===== src/rtl/mdu_iter.sv =====
// Iterative RV64M multiply/divide unit: shift-add multiplier and restoring divider,
// one bit per cycle, with valid/ready handshakes and a synchronous flush.
module mdu_iter #(
    parameter int N = 64
) (
    input  logic         clk,
    input  logic         rst,
    input  logic         flush,
    input  logic         in_valid,
    output logic         in_ready,
    input  logic [3:0]   op,
    input  logic [N-1:0] a,
    input  logic [N-1:0] b,
    output logic         out_valid,
    input  logic         out_ready,
    output logic [N-1:0] out_result,
    output logic         busy
);

    localparam int CW = $clog2(N) + 1;
    // W ops only differ from full-width ops when the datapath is wider than 32 bits.
    localparam bit WIDE = (N > 32);
    localparam logic [N-1:0] MINV = {1'b1, {(N-1){1'b0}}};

    typedef enum logic [1:0] {IDLE, CALC, FIX, DONE} state_t;

    state_t          state_q, state_d;
    logic [3:0]      op_q, op_d;
    logic            w_q, w_d;
    logic            neg_q, neg_d;
    logic [CW-1:0]   cnt_q, cnt_d;
    logic [N-1:0]    hi_q, hi_d;
    logic [N-1:0]    lo_q, lo_d;
    logic [N-1:0]    opnd_q, opnd_d;
    logic [N-1:0]    result_q, result_d;

    function automatic logic [N-1:0] sext32(input logic [31:0] x);
        return N'($signed(x));
    endfunction

    function automatic logic f_is_mul(input logic [3:0] o);
        return (o <= 4'd3) || (o == 4'd8);
    endfunction

    function automatic logic f_is_rem(input logic [3:0] o);
        return (o == 4'd6) || (o == 4'd7) || (o == 4'd11) || (o == 4'd12);
    endfunction

    function automatic logic f_sa(input logic [3:0] o);
        return (o == 4'd1) || (o == 4'd2) || (o == 4'd4) || (o == 4'd6) ||
               (o == 4'd9) || (o == 4'd11);
    endfunction

    function automatic logic f_sb(input logic [3:0] o);
        return (o == 4'd1) || (o == 4'd4) || (o == 4'd6) || (o == 4'd9) || (o == 4'd11);
    endfunction

    // Request decode and operand preparation
    logic         w_in, mul_in, rem_in, rsv_in, div_in;
    logic [N-1:0] a_ext, b_ext, a_sx, mag_a, mag_b, fast_res;
    logic         sign_a, sign_b, div_zero, ovf, fast, res_neg;

    always_comb begin
        rsv_in   = (op >= 4'd13);
        mul_in   = f_is_mul(op);
        rem_in   = f_is_rem(op);
        div_in   = !mul_in && !rsv_in;
        w_in     = WIDE && (op >= 4'd8) && !rsv_in;
        a_sx     = w_in ? sext32(a[31:0]) : a;
        a_ext    = w_in ? (f_sa(op) ? sext32(a[31:0]) : {{(N-32){1'b0}}, a[31:0]}) : a;
        b_ext    = w_in ? (f_sb(op) ? sext32(b[31:0]) : {{(N-32){1'b0}}, b[31:0]}) : b;
        sign_a   = f_sa(op) && a_ext[N-1];
        sign_b   = f_sb(op) && b_ext[N-1];
        mag_a    = sign_a ? -a_ext : a_ext;
        mag_b    = sign_b ? -b_ext : b_ext;
        res_neg  = rem_in ? sign_a : (sign_a ^ sign_b);
        div_zero = (b_ext == '0);
        ovf      = div_in && f_sb(op) &&
                   (w_in ? ((a[31:0] == 32'h8000_0000) && (b[31:0] == 32'hFFFF_FFFF))
                         : ((a == MINV) && (b == '1)));
        fast     = rsv_in || (div_in && (div_zero || ovf));
        fast_res = '0;
        if (rsv_in)        fast_res = '0;
        else if (div_zero) fast_res = rem_in ? a_sx : '1;
        else if (ovf)      fast_res = rem_in ? '0 : a_sx;
    end

    // One iteration step of each datapath
    logic [N:0]     sum, shifted, diff;
    logic           ge;
    logic [2*N-1:0] prod_s;
    logic [N-1:0]   q_s, r_s, dv, fix_res;

    always_comb begin
        sum     = {1'b0, hi_q} + (lo_q[0] ? {1'b0, opnd_q} : '0);
        shifted = {hi_q, lo_q[N-1]};
        diff    = shifted - {1'b0, opnd_q};
        ge      = !diff[N];
        prod_s  = neg_q ? -{hi_q, lo_q} : {hi_q, lo_q};
        q_s     = neg_q ? -lo_q : lo_q;
        r_s     = neg_q ? -hi_q : hi_q;
        dv      = f_is_rem(op_q) ? r_s : q_s;
        if (op_q == 4'd0)
            fix_res = prod_s[N-1:0];
        else if (op_q == 4'd8)
            fix_res = sext32(prod_s[N-1 -: 32]);
        else if (f_is_mul(op_q))
            fix_res = prod_s[2*N-1:N];
        else
            fix_res = w_q ? sext32(dv[31:0]) : dv;
    end

    always_comb begin
        state_d  = state_q;
        op_d     = op_q;
        w_d      = w_q;
        neg_d    = neg_q;
        cnt_d    = cnt_q;
        hi_d     = hi_q;
        lo_d     = lo_q;
        opnd_d   = opnd_q;
        result_d = result_q;
        case (state_q)
            IDLE: begin
                if (in_valid) begin
                    op_d  = op;
                    w_d   = w_in;
                    neg_d = res_neg;
                    if (fast) begin
                        state_d  = DONE;
                        result_d = fast_res;
                    end else begin
                        state_d = CALC;
                        cnt_d   = w_in ? CW'(31) : CW'(N - 1);
                        hi_d    = '0;
                        if (mul_in) begin
                            lo_d   = mag_b;
                            opnd_d = mag_a;
                        end else begin
                            // Align a 32-bit dividend to the top so the same K-step shift works.
                            lo_d   = w_in ? (mag_a << (N - 32)) : mag_a;
                            opnd_d = mag_b;
                        end
                    end
                end
            end
            CALC: begin
                if (f_is_mul(op_q)) begin
                    hi_d = sum[N:1];
                    lo_d = {sum[0], lo_q[N-1:1]};
                end else begin
                    hi_d = ge ? diff[N-1:0] : shifted[N-1:0];
                    lo_d = {lo_q[N-2:0], ge};
                end
                if (cnt_q == '0) state_d = FIX;
                else             cnt_d   = cnt_q - 1'b1;
            end
            FIX: begin
                result_d = fix_res;
                state_d  = DONE;
            end
            DONE: begin
                if (out_ready) state_d = IDLE;
            end
            default: state_d = IDLE;
        endcase
    end

    always_ff @(posedge clk) begin
        if (rst || flush) begin
            state_q  <= IDLE;
            op_q     <= '0;
            w_q      <= 1'b0;
            neg_q    <= 1'b0;
            cnt_q    <= '0;
            hi_q     <= '0;
            lo_q     <= '0;
            opnd_q   <= '0;
            result_q <= '0;
        end else begin
            state_q  <= state_d;
            op_q     <= op_d;
            w_q      <= w_d;
            neg_q    <= neg_d;
            cnt_q    <= cnt_d;
            hi_q     <= hi_d;
            lo_q     <= lo_d;
            opnd_q   <= opnd_d;
            result_q <= result_d;
        end
    end

    assign in_ready   = (state_q == IDLE);
    assign busy       = (state_q != IDLE);
    assign out_valid  = (state_q == DONE);
    assign out_result = result_q;

endmodule


===== config.mk =====
export PLATFORM = sky130hd
export DESIGN_NAME = mdu_iter
export DESIGN_NICKNAME = d
export VERILOG_FILES = /design/src/rtl/mdu_iter.sv
export SDC_FILE = /design/constraint.sdc
export NUM_CORES = 2
export LEC_CHECK = 0
export CORE_AREA = 5 5 365 367
export DETAILED_ROUTE_END_ITERATION = 7
export DIE_AREA = 0 0 370 372
export PLACE_DENSITY = 0.4
export SETUP_SLACK_MARGIN = 0.1
export SKIP_CTS_REPAIR_TIMING = 1
export SLEW_MARGIN = 20
export SYNTH_ARGS = -nofsm -noshare
export SYNTH_HDL_FRONTEND = slang
export SYNTH_SLANG_ARGS = --single-unit

===== constraint.sdc =====
create_clock -name clk -period 4.97 [get_ports clk]
set_input_delay 0.497 -clock clk [delete_from_list [all_inputs] [get_ports clk]]
set_output_delay 0.497 -clock clk [all_outputs]
set_load 0.005 [all_outputs]

== After elaboration in Yosys (flattened, before gate mapping) ==
Cells that the tools add are included.

* Register bits: 271
* Input port bits: 137
* Output and inout port bits: 67
* Word-level logic and storage cells: 143

* Add/subtract/negate cells: 8
* Magnitude comparators: 4
* Equality and inequality tests: 27
* Muxes and demuxes: 48
* Bitwise gates (word level): 2
* Reductions and logical operators: 45

{| class="wikitable"
|+ Operators by type and width
! operator !! number
|-
| $mux 64 || 32
|-
| $pmux 64 s2 || 3
|-
| $neg 64->64 || 4
|-
| $eq 64x64->1 const B || 2
|-
| $mux 128 || 1
|-
| $neg 128->128 || 1
|-
| $add 64x64->65 || 1
|-
| $sub 65x64->65 || 1
|-
| $eq 32x32->1 const B || 2
|-
| $logic_not 64->1 || 1
|-
| $eq 4x4->1 const B || 7
|-
| $mux 7 || 3
|-
| $eq 4x3->1 const B || 5
|-
| $logic_or 1x1->1 || 20
|-
| $pmux 7 s2 || 1
|-
| $reduce_and 3->1 || 4
|-
| $logic_and 1x1->1 || 9
|-
| $ge 4x4->1 const B || 2
|-
| $le 4x2->1 const B || 2
|-
| $mux 2 || 4
|-
| $ne 2x2->1 const B || 4
|-
| $pmux 2 s4 || 1
|-
| $logic_not 7->1 || 1
|-
| $sub 7x1->7 const B || 1
|-
| 15 further kinds || 22
|}

== Logic depth before layout (Yosys ltp) ==
* Depth in word-level cells: 15
* Mapped depth: 17

== Worst setup path after synthesis ==
OpenSTA, ideal clock, no wires.

* Path type: register -> register
* From: reg lo_q[0]
* To: reg hi_q[43]
* Setup time: 0.122 ns
* Arrival: 3.733 ns
* Path slack: 1.115 ns
* Cell stages (with the launch flop): 17
* Path buffers: 1
* Cells stage by stage: dfxtp_1 -> clkbuf_1 -> and2_1 -> ha_1 -> inv_1 -> fa_1 -> nand2b_1 -> a21oi_1 -> o31a_1 -> a21boi_0 -> o41ai_1 -> a311oi_1 -> o21ai_0 -> a21boi_0 -> o21bai_1 -> xor2_1 -> a221o_1

* Longest elaborated chain between the ends: 4

{| class="wikitable"
|+ RTL lines
! item !! RTL line !! RTL
|-
| from (decl) || 33 || <nowiki>logic [N-1:0] lo_q, lo_d;</nowiki>
|-
| from (signal assigned) || 187 || <nowiki>lo_q <= lo_d;</nowiki>
|-
| $mux 64 || 95 || <nowiki>sum = {1'b0, hi_q} + (lo_q[0] ? {1'b0, opnd_q} : '0);</nowiki>
|-
| $add 64x64->65 || 95 ||
|-
| $mux 64 || 148 || <nowiki>if (f_is_mul(op_q)) begin</nowiki>
|-
| $pmux 64 s2 || 123 || <nowiki>case (state_q)</nowiki>
|-
| to (signal assigned) || 186 || <nowiki>hi_q <= hi_d;</nowiki>
|-
| to (decl) || 32 || <nowiki>logic [N-1:0] hi_q, hi_d;</nowiki>
|}

Every way passes these cells.
A chain may end at the register's enable or synchronous reset.

== Final worst setup path ==
* From: reg lo_q[2]
* To: reg result_q[35] (netlist: out_result[35])

* Longest elaborated chain between the ends: 8
* Elaborated cells on any way between the ends: 10
* Classes of those cells: add/sub (2); mux (8)

{| class="wikitable"
|+ RTL lines
! item !! RTL line !! RTL
|-
| $neg 64->64 || 100 || <nowiki>q_s = neg_q ? -lo_q : lo_q;</nowiki>
|-
| $mux 64 || 100 ||
|-
| $mux 64 || 102 || <nowiki>dv = f_is_rem(op_q) ? r_s : q_s;</nowiki>
|-
| $mux 64 || 110 || <nowiki>fix_res = w_q ? sext32(dv[31:0]) : dv;</nowiki>
|-
| $mux 64 || 107 || <nowiki>else if (f_is_mul(op_q))</nowiki>
|-
| $mux 64 || 105 || <nowiki>else if (op_q == 4'd8)</nowiki>
|-
| $mux 64 (*) || 103 || <nowiki>if (op_q == 4'd0)</nowiki>
|-
| $pmux 64 s2 (*) || 123 ||
|-
| to (signal assigned) || 189 || <nowiki>result_q <= result_d;</nowiki>
|-
| to (decl) || 35 || <nowiki>logic [N-1:0] result_q, result_d;</nowiki>
|}

Every way passes the cells marked *; elsewhere a longest branch is shown, timed or not.

==> run summary <==
Detailed routing
* DR pass1 iterations: 8
* violation count after the first detailed-route iteration: 5399
* number of remaining DRC errors: 8
* routed length per placed instance: 31.0 um
* final WL: 213000 um
* number of vias per cell after detailed routing: 5.91
* antenna viol nets, final: 0
* routed via count: 40700

Setup path
* Setup crit end kind: register
* required time worst endpoint: 5.55 ns
* buffers and inverters on the worst path: 1
* slowest library cell on the worst path: nor4_4
* Worst Path Arrival: 5.32 ns
* Startpoint Class: register
* maximum single-stage delay on the critical path: 0.68 ns
* list of cells traversed by the critical path: nor3_1, nand3_1, nor4_4, and4_1, nand3_2, o21ai_1, xnor2_1, a211oi_1, a2111oi_0, buf_4, a311o_1
* critical path class: reg2reg
* cell family contributing the most delay on the critical path: simple AND/OR/NAND/NOR gates
* peak fanout along the critical path: 9

Final layout
* count of placed standard cells in the final layout, fillers left out: 6889
* number of fillers in the final layout: 14400
* NumNets Final: 5392
* fraction of layout cells with a size suffix above 1: 0.107
* top library cells by usage in the layout, fill and taps aside: 649 x nand2_1, 521 x a21oi_1, 509 x nor2_1
* layout-stage area growth over the synthesis result: 23.0%
* most common cell after layout, fill and taps aside: nand2_1

Pwr
* leakage component of the power: 15.1 nW
* overall power consumption: 8.86 mW
* largest voltage drop on the vdd net: 0.000193 V
* ratio of total power to cell area: 224 nW/um^2

Clocking
* total clock sinks: 271
* CTS tree: yes
* CTS clock-pin slew for the worst setup and hold paths: 0.07 ns
* cell at the root of the clock tree: clkbuf_16
* Inserted Clock Buffers: 39
* Max clock buf depth: 3
* H-tree depth: 2
* clock latency of the later-clocked register in the worst-skew pair: 0.63 ns

Synthesis
* main area contributors after synthesis: dfxtp_1 17%, a21oi_1 8.1%, nand2_1 7.6%
* largest area contributor in the netlist: dfxtp_1
* mean post-synth cell area: 6.59 um^2
* top cell type's share of synthesized area: 0.169
* prevailing post-synth register cell: dfxtp_1
* flip-flop and latch count after synthesis: 271
* total of warnings raised by yosys: 0
* mapped cell area: 32200 um^2
* proportion of synthesized flip-flops having asynchronous set or reset: 0
* count of distinct cell types in the synthesized netlist: 100
* count of flip-flops with a built-in enable after synthesis: 0
* Post-Synthesis Cells: 4879
* net count after synthesis: 5157
* sequential area share after synthesis: 0.169

Hold path
* type of the tightest min-delay check: reg2reg

Timing
* RSZ-0062 raised after global routing: false
* worst-margin pin slew: 1.11 ns
* final hold violation count: 0
* Slew HR: 0.255
* Fin Setup TNS: 0 ns
* post-route fraction of the period consumed by the critical path: 0.954
* tightest hold margin: 0.447 ns
* final count of negative-setup-slack endpoints: 0
* fin worst setup slack: 0.227 ns
* Max Clock Freq: 211 MHz
* number of pins with negative max-slew slack in the final report: 0
* time the worst path needs with I/O delays and setup: 4.74 ns
* Final Skew: 0.0405 ns

Global routing
* total congestion overflow after global routing: 0
* global-route wire length before repair: 296000 um
* number of antenna violations at the first check in global routing: 8
* pin count of the biggest net entering global routing: 87
* total global routing track utilization: 0.296
* number of global-route vias before repair: 38200

Floorplan
* x dimension of the die: 370 um
* starting utilization of the core area: 0.249
* Die Y-Extent: 372 um
* area inside the core boundary: 129000 um^2
* Die Area: 138000 um^2
* boundary pin count: 204
* number of placement rows: 132

Run status
* outcome: complete, but fails checks
* failing checks: design-rule violations

Placement
* final weighted congestion of routability-driven global placement: 1.00
* placed wire-length estimate: 174000 um
* placed instance count: 6815
* Port Buffers: 203
* Setup Slack @ Placement: 0.0611 ns

Job
* max-cap check violation count: 0

cells by family after synthesis:
kind of cell               count (synthesis)  share of synthesized area
buffers and inverters                    522                     0.0634
AOI/OAI and AO/OA                       1741                      0.346
xor gates and xnor gates                 336                     0.0915
muxes                                     37                     0.0124
and+or+nand+nor                         1830                      0.262
DFF                                      271                      0.169
adders and majority gates                142                     0.0557
registers in the layout, summed over array words and instances, names as in the netlist:
name	cells
w_q	1
lo_q	64
out_result	64
hi_q	64
state_q	2
neg_q	1
opnd_q	64
op_q	4
cnt_q	7
per-stage QoR:
stage	cell area, um^2	util
global route	39600	0.306
floorplan	32200	-
CTS	39500	0.306
global placement	38200	0.295
finish	39600	0.306
detailed placement	38200	0.295
synthesized netlist by cell type (all sizes together), types with 30 or more instances:
library cell  number
a21o              71
o31ai             61
mux2i             32
or4               37
a31oi             54
a221oi            31
nand4             74
buf               56
o22ai             43
a22oi             51
o41ai             30
or3               53
nor3             111
o221ai            39
nand3            158
xor2             158
inv              129
dfxtp            271
a21oi            523
xnor2            178
ha               139
a211oi            84
nor4              64
nand2b            37
clkbuf           335
nand2            654
o211ai            60
nor2             519
o21ai            409
path summary, 6_finish.rpt:
path                                                     to  depth (start not counted)                         from  slack (ns)
worst max-delay path            out_result[35]$_SDFFE_PP0P_                         11         lo_q[2]$_SDFFE_PP0P_        0.23
worst min-delay path            out_result[55]$_SDFFE_PP0P_                          1  out_result[55]$_SDFFE_PP0P_        0.45
worst max register to register  out_result[35]$_SDFFE_PP0P_                         11         lo_q[2]$_SDFFE_PP0P_        0.23
worst min register to register  out_result[55]$_SDFFE_PP0P_                          1  out_result[55]$_SDFFE_PP0P_        0.45
layout make-up:
class	instances	area, um^2	area share
Multi-Input combinational cell	4086	24900	0.629
Sequential cell	271	5430	0.137
Timing Repair Buffer	585	5170	0.131
Tap cell	1742	2180	0.0551
Clock buffer	47	1080	0.0272
Inverter	131	492	0.0124
Clock inverter	23	308	0.00778
Antenna cell	4	10.0	0.000253
per-layer routing:
metal | global-route usage | wire length [um]
met5 | 0 | 12
met4 | 0.137 | 12300
met3 | 0.0630 | 19200
met2 | 0.454 | 90900
met1 | 0.397 | 90900
where the power goes:
part           internal (mW)  total (mW)  leakage (nW)  switching, mW
Combinational           1.05        3.38          12.3           2.32
Sequential              2.24        2.33          2.19         0.0915
Clock                   1.87        3.15         0.673           1.28
Total                   5.16        8.86          15.1           3.70
(Power assumes the default switching activity.)
